`src/rtl/i2s_frame_sequencer.sv`:
```
// Master-mode I2S frame controller: derives BCLK/WCLK from MCLK, serialises one
// stereo TX frame per WCLK period and captures the incoming stereo ADC frame.
module i2s_frame_sequencer #(
  parameter int WIDTH     = 24,
  parameter int SLOT_BITS = 32,
  parameter int BCLK_HALF = 4
) (
  input  logic             MCLK_IN,
  input  logic             RESET_N_IN,
  input  logic             EN_IN,
  input  logic [WIDTH-1:0] TX_L_DATA,
  input  logic [WIDTH-1:0] TX_R_DATA,
  input  logic             TX_VALID,
  output logic             TX_READY,
  output logic             I2S_BCLK_OUT,
  output logic             I2S_WCLK_OUT,
  output logic             I2S_DOUT,
  input  logic             I2S_DIN,
  output logic [WIDTH-1:0] RX_L_DATA,
  output logic [WIDTH-1:0] RX_R_DATA,
  output logic             RX_VALID,
  output logic             UNDERRUN_OUT
);

  localparam int FRAME = 2 * SLOT_BITS;
  localparam int RXW   = SLOT_BITS + WIDTH;
  localparam int CW    = $clog2(BCLK_HALF);
  localparam int NW    = $clog2(FRAME);

  logic [CW-1:0]    bclk_cnt_r;
  logic             bclk_r;
  logic [NW-1:0]    bit_cnt_r;
  logic             wclk_r;
  logic             dout_r;
  logic [FRAME-1:0] tx_sh_r;
  logic [RXW-1:0]   rx_sh_r;
  logic             rx_done_r;
  logic             hold_full_r;
  logic [WIDTH-1:0] hold_l_r;
  logic [WIDTH-1:0] hold_r_r;
  logic             underrun_r;
  logic             rx_valid_r;
  logic [WIDTH-1:0] rx_l_r;
  logic [WIDTH-1:0] rx_r_r;

  logic             wrap_s;
  logic             re_s;
  logic             fe_s;
  logic             xfer_s;
  logic             accept_s;
  logic [NW-1:0]    bit_next_s;
  logic             wclk_next_s;
  logic [FRAME-1:0] frame_s;

  // Strobes, next bit position and the frame image loaded at n = 0
  always_comb begin
    wrap_s     = (bclk_cnt_r == CW'(BCLK_HALF - 1));
    re_s       = EN_IN & wrap_s & ~bclk_r;
    fe_s       = EN_IN & wrap_s & bclk_r;
    xfer_s     = fe_s & (bit_cnt_r == NW'(FRAME - 1));
    accept_s   = TX_VALID & ~hold_full_r;
    if (bit_cnt_r == NW'(FRAME - 1)) begin
      bit_next_s = '0;
    end else begin
      bit_next_s = bit_cnt_r + NW'(1);
    end
    // WCLK leads the MSB of each slot by one bit
    wclk_next_s = (bit_next_s >= NW'(SLOT_BITS - 1)) && (bit_next_s <= NW'(FRAME - 2));
    frame_s     = '0;
    if (hold_full_r) begin
      frame_s[FRAME-1 -: WIDTH]     = hold_l_r;
      frame_s[SLOT_BITS-1 -: WIDTH] = hold_r_r;
    end else begin
      frame_s = '0;
    end
  end

  // Bit-clock divider, bit counter, serial outputs and RX shift register
  always_ff @(posedge MCLK_IN or negedge RESET_N_IN) begin
    if (!RESET_N_IN) begin
      bclk_cnt_r <= '0;
      bclk_r     <= 1'b0;
      bit_cnt_r  <= NW'(FRAME - 1);
      wclk_r     <= 1'b0;
      dout_r     <= 1'b0;
      tx_sh_r    <= '0;
      rx_sh_r    <= '0;
      rx_done_r  <= 1'b0;
    end else if (!EN_IN) begin
      bclk_cnt_r <= '0;
      bclk_r     <= 1'b0;
      bit_cnt_r  <= NW'(FRAME - 1);
      wclk_r     <= 1'b0;
      dout_r     <= 1'b0;
      tx_sh_r    <= '0;
      rx_sh_r    <= '0;
      rx_done_r  <= 1'b0;
    end else begin
      if (wrap_s) begin
        bclk_cnt_r <= '0;
        bclk_r     <= ~bclk_r;
      end else begin
        bclk_cnt_r <= bclk_cnt_r + CW'(1);
      end
      if (fe_s) begin
        bit_cnt_r <= bit_next_s;
        wclk_r    <= wclk_next_s;
        if (xfer_s) begin
          dout_r  <= frame_s[FRAME-1];
          tx_sh_r <= {frame_s[FRAME-2:0], 1'b0};
        end else begin
          dout_r  <= tx_sh_r[FRAME-1];
          tx_sh_r <= {tx_sh_r[FRAME-2:0], 1'b0};
        end
      end
      if (re_s) begin
        rx_sh_r <= {rx_sh_r[RXW-2:0], I2S_DIN};
      end
      rx_done_r <= re_s & (bit_cnt_r == NW'(SLOT_BITS + WIDTH - 1));
    end
  end

  // TX holding register; keeps handshaking while idle
  always_ff @(posedge MCLK_IN or negedge RESET_N_IN) begin
    if (!RESET_N_IN) begin
      hold_full_r <= 1'b0;
      hold_l_r    <= '0;
      hold_r_r    <= '0;
      underrun_r  <= 1'b0;
    end else begin
      underrun_r <= xfer_s & ~hold_full_r;
      if (accept_s) begin
        hold_full_r <= 1'b1;
        hold_l_r    <= TX_L_DATA;
        hold_r_r    <= TX_R_DATA;
      end else if (xfer_s) begin
        hold_full_r <= 1'b0;
      end
    end
  end

  // RX result registers, updated the cycle after the last right-slot bit
  always_ff @(posedge MCLK_IN or negedge RESET_N_IN) begin
    if (!RESET_N_IN) begin
      rx_valid_r <= 1'b0;
      rx_l_r     <= '0;
      rx_r_r     <= '0;
    end else begin
      rx_valid_r <= rx_done_r & EN_IN;
      if (rx_done_r & EN_IN) begin
        rx_l_r <= rx_sh_r[RXW-1 -: WIDTH];
        rx_r_r <= rx_sh_r[WIDTH-1:0];
      end
    end
  end

  assign TX_READY     = ~hold_full_r;
  assign I2S_BCLK_OUT = bclk_r;
  assign I2S_WCLK_OUT = wclk_r;
  assign I2S_DOUT     = dout_r;
  assign RX_L_DATA    = rx_l_r;
  assign RX_R_DATA    = rx_r_r;
  assign RX_VALID     = rx_valid_r;
  assign UNDERRUN_OUT = underrun_r;

endmodule
```
`config.mk`:
```
export PLATFORM = sky130hd
export DESIGN_NAME = i2s_frame_sequencer
export DESIGN_NICKNAME = d
export VERILOG_FILES = /design/src/rtl/i2s_frame_sequencer.sv
export SDC_FILE = /design/constraint.sdc
export NUM_CORES = 1
export LEC_CHECK = 0
export CAP_MARGIN = 0
export CELL_PAD_IN_SITES_DETAIL_PLACEMENT = 2
export CELL_PAD_IN_SITES_GLOBAL_PLACEMENT = 2
export CORE_MARGIN = 10
export CORE_UTILIZATION = 40
export DETAILED_ROUTE_END_ITERATION = 10
export PLACE_DENSITY = 0.88
export SLEW_MARGIN = 15
export SYNTH_ARGS = -nofsm -noshare
export SYNTH_HDL_FRONTEND = slang
export SYNTH_SLANG_ARGS = --single-unit
```
`constraint.sdc`:
```
create_clock -name MCLK_IN -period 3.35 [get_ports MCLK_IN]
set_input_delay 0.67 -clock MCLK_IN [delete_from_list [all_inputs] [get_ports MCLK_IN]]
set_output_delay 0.67 -clock MCLK_IN [all_outputs]
set_load 0.02 [all_outputs]
```
## Yosys cells after proc, flatten, opt, wreduce, memory -nomap -nowiden

Index checks and enable logic that the tools add are counted.

- Bits in registers: 231
- Input bits: 53
- Output and inout bits: 54
- Word-level logic and storage cells: 59

- Add/sub/neg operators: 2
- Magnitude comparators: 2
- Eq/ne operators: 6
- Muxes and demuxes: 22
- Bitwise logic cells: 10
- Reduce and logical (&&, ||, !) cells: 2

Operators with widths:

| kind | count |
|---|---|
| 2-to-1 mux 64 bit | 3 |
| 2-to-1 mux 56 bit | 2 |
| 2-to-1 mux 24 bit | 2 |
| 2-to-1 mux 6 bit | 3 |
| equality test 6 bit, second input constant | 2 |
| 2-to-1 mux 1 bit | 10 |
| AND 1 bit | 8 |
| adder 6 x 1 -> 6 bit, second input constant | 1 |
| >= comparator 6 x 5 -> 1 bit, second input constant | 1 |
| less-or-equal comparator 6 bit, second input constant | 1 |
| != test 2 x 1 -> 1 bit, second input constant | 3 |
| 2-to-1 mux 2 bit | 2 |
| adder 2 x 1 -> 2 bit, second input constant | 1 |
| equality test 2 bit, second input constant | 1 |
| inverter 1 bit | 2 |
| nonzero test 2 bit | 1 |
| logical AND 1 bit | 1 |

## Longest topological paths before layout

- Depth in word-level cells: 7
- Mapped depth: 7
- Mapped depth without buffers: 6

## Worst setup path before layout

No wires, ideal clock.

- Path type: input port to flip-flop
- From: in TX_VALID
- To: reg hold_l_r[0]
- Library setup time: 0.125 ns
- Arrival time: 1.774 ns
- Data required time: 3.225 ns
- Setup slack: 1.452 ns
- Stages on the path: 4
- Path buffers: 2
- Path through: nor2b_1 buf_1 buf_2 mux2_2

- Longest elaborated chain between the ends: 1

RTL lines:

| item | line | RTL |
|---|---|---|
| start, declared | 13 | `input logic TX_VALID,` |
| AND 1 bit | 61 | `accept_s = TX_VALID & ~hold_full_r;` |
| end signal, assigned | 127 | `hold_l_r <= '0;` |
| end signal, assigned | 134 | `hold_l_r <= TX_L_DATA;` |
| end, declared | 39 | `logic [WIDTH-1:0] hold_l_r;` |

Every way passes these cells.
A chain may end at the register's enable or synchronous reset.

## Final worst setup path

- From: reg bit_cnt_r[0]
- To: reg tx_sh_r[25]

- Longest elaborated chain between the ends: 5

RTL lines:

| item | line | RTL |
|---|---|---|
| start, declared | 32 | `logic [NW-1:0] bit_cnt_r;` |
| start signal, assigned | 83 | `bit_cnt_r <= NW'(FRAME - 1);` |
| start signal, assigned | 92 | `bit_cnt_r <= NW'(FRAME - 1);` |
| start signal, assigned | 106 | `bit_cnt_r <= bit_next_s;` |
| equality test 6 bit | 60 | `xfer_s = fe_s & (bit_cnt_r == NW'(FRAME - 1));` |
| AND 1 bit | 60 |  |
| 2-to-1 mux 64 bit | 108 | `if (xfer_s) begin` |
| 2-to-1 mux 64 bit | 105 | `if (fe_s) begin` |
| 2-to-1 mux 64 bit | 89 | `end else if (!EN_IN) begin` |
| end signal, assigned | 110 | `tx_sh_r <= {frame_s[FRAME-2:0], 1'b0};` |
| end signal, assigned | 113 | `tx_sh_r <= {tx_sh_r[FRAME-2:0], 1'b0};` |
| end, declared | 35 | `logic [FRAME-1:0] tx_sh_r;` |

Every way passes these cells. The select of a mux whose other input is x is not followed.

==> reports/qor.csv <==
stage,metric,value,unit
timing,hold_slack,0.169,ns
synth,postSynthCellCount,695,
setup_path,critical_path_required,3.74,ns
synth,synth.net_count,752,
clock_tree,cts_buffer_depth,3,
global_route,grtUsageTotal,16.9,%
placed_design,pre_cts_ws,0.624,ns
synth,synth_top_area_share,62.4,%
setup_path,cp_slowest_cell,dfstp_2,
global_route,antenna_found_initial,0,
floorplan,fp-row-count,53,
setup_path,crit_type,register to register,
routing,drtAntennaViolNets,0,
floorplan,dieArea,27900,sq um
synth,synth-compound-area-share,10.5,%
clock_tree,cts.repair.resized,0,
setup_path,endpoint_kind,register,
pwr,leakage,5.21,nW
global_route,grt_pass1_vias,6873,
final_layout,layout.nets,849,
timing,setup-violations-final,0,
clock_tree,cts_root_buf,clkbuf_16,
timing,fin_skew,0.0225,ns
global_route,grt_first_pass_wirelength,39400,microns
setup_path,critPathMaxFanout,39,
clock_tree,htree_num_levels,1,
final_layout,final_common_cell,dfrtp_1,
clock_tree,cts_tree,built,
timing,finalCritPeriodShare,80.6,%
synth,synthTopCellsByArea,"dfrtp_1, mux2_2, a222oi_1, nand2_1, o21ai_0",
synth,avgSynthCellArea,12.5,sq um
global_route,grt_max_degree,94,
timing,rsz0062_at_grt,no,
timing,setup_ws,0.650,ns
clock_tree,clk_pin_slew_worst_paths,0.06,ns
pwr,p_per_area,544,nW/um^2
final_layout,layout.cells.non_filler,1085,
timing,tns,0,ns
final_layout,layout_common_cells,"dfrtp_1, nand2_1, clkdlybuf4s50_1",
floorplan,pin_count,107,
clock_tree,clkLatencyLatePin,0.52,ns
placed_design,placedCellCount,1039,
synth,synth.cell_area,8660,sq um
synth,yosys_warnings,0,
setup_path,worstPathArrival,3.09,ns
clock_tree,postCtsHoldBufs,0,
synth,synth_top_family_by_area,multiplexers,
synth,synth_fa_ha_area_share,0.578,%
clock_tree,cts_sinks,222,
final_layout,diodes,0,
outcome,status,completed,
timing,hold_viol_final,0,
routing,vias_per_cell,5.53,
clock_tree,numCtsBuffers,25,
floorplan,die_y,167,microns
pwr,total_power,5.89,mW
timing,relSlewSlack,27.6,%
synth,yosys.area_share.simple,7.08,%
routing,dr.pass1.iters,7,
synth,synth_mux_area_share,12.5,%
placed_design,gp_congestion,0.727,
floorplan,initial_core_util,40.9,%
synth,synth-xor-area-share,0.303,%
clock_tree,post_cts_buffers,0,
setup_path,cp_cell_sequence,"ha_1, nand3_1, nor2_1, nor2_4, buf_12, a222oi_1, inv_1",
routing,drc,0,
final_layout,drive_gt1_share,19.6,%
final_layout,syn_to_final_growth,25.0,%
synth,synth.distinct_cells,37,
setup_path,cp-start-kind,register,
global_route,grt.overflow.total,0,
synth,ys_seq_elements,222,
routing,vias,5995,
routing,routed_wl,23900,microns
setup_path,slowest_delay,0.62,ns
timing,max_freq,0.370,GHz
synth,ys_seq_area_share,64.2,%
routing,post_drt_wl_per_cell,22.0,microns
final_layout,fin_util,51.2,%
placed_design,io_buffers,106,
min_path,hp-class,input port to asynchronous set/reset pin,
timing,period_needed,2.70,ns
timing,tightest_slew,1.09,ns
job,cap_violations,0,
final_layout,design_area,10800,sq um
placed_design,placedInstanceArea,9990,sq um
pwr,peakVddDrop,0.000404,V
timing,slew_violations,0,
floorplan,core_area,21200,sq um
synth,yosys.area.top_type,dfrtp_1,
floorplan,dieWidth,167,microns
placed_design,dp_hpwl,14400,microns
routing,drtIter0Drc,509,
==> synthesized netlist by cell type, drive strengths merged <==
cell / instances
a21oi: 3
a222oi: 47
a22o: 8
a22oi: 1
a31oi: 1
a32o: 1
and2: 3
and3: 1
buf: 19
clkbuf: 27
dfrtp: 216
dfstp: 6
ha: 4
inv: 52
mux2: 96
nand2: 121
nand3: 5
nand4b: 1
nor2: 5
nor2b: 3
nor3: 1
nor3b: 1
nor4: 3
o211ai: 1
o21ai: 60
o311ai: 1
o31a: 2
or2b: 1
or3: 1
or4: 1
xor2: 3
==> sequential cells by signal (all words and copies together) (netlist names) <==
register      cells
hold_l_r         24
rx_done_r         1
tx_sh_r          55
I2S_DOUT          1
bit_cnt_r         6
I2S_BCLK_OUT      1
bclk_cnt_r        2
I2S_WCLK_OUT      1
UNDERRUN_OUT      1
RX_VALID          1
rx_sh_r          56
hold_r_r         24
RX_L_DATA        24
RX_R_DATA        24
hold_full_r       1
==> kinds of logic (layout without fill, tap and decap cells) <==
family          count (synthesis)  count (layout)
flops                         222             222
simple gates                  147             147
compound gates                125             125
buf+inv                        98             213
mux                            96              96
fa+ha+maj                       4               4
xor+xnor                        3               3
==> final timing paths <==
kind,from,cells past startpoint,slack [ns],to
worst min register to register,bclk_cnt_r[0],1,0.47,bclk_cnt_r[0]
worst max register to register,bit_cnt_r[0],7,0.65,tx_sh_r[25]
max in group asynchronous,RESET_N_IN,2,2.30,tx_sh_r[50]
worst min-delay path,RESET_N_IN,1,0.17,hold_r_r[14]
min in group MCLK_IN,bclk_cnt_r[0],1,0.47,bclk_cnt_r[0]
worst max-delay path,bit_cnt_r[0],7,0.65,tx_sh_r[25]
==> power breakdown <==
| part | internal [mW] | switching [mW] |
|---|---|---|
| registers | 2.79 | 0.0783 |
| logic | 0.147 | 0.146 |
| clock network | 1.65 | 1.07 |
==> worst max-delay path: cells and delay by family (launching register included) <==
family	cells	cell delay, ns
flops	1	0.62
simple gates	3	0.90
compound gates	1	0.40
fa+ha+maj	1	0.31
buf+inv	2	0.32
==> layout make-up <==
type | instances | area (sq um)
clock buffer | 42 | 779
clock inverter | 3 | 43.8
fill | 2000 | 10300
inverter | 52 | 195
multi-input combinational | 375 | 2720
sequential | 222 | 5560
tap | 275 | 344
timing repair buffer | 116 | 1190
==> metal layers <==
layer / wire [microns] / track usage, %
met1: 9670 / 19.8
met2: 12600 / 30.5
met3: 964 / 3.18
met4: 635 / 5.22
met5: 0 / 0
Power figures use the tool's default switching activity.
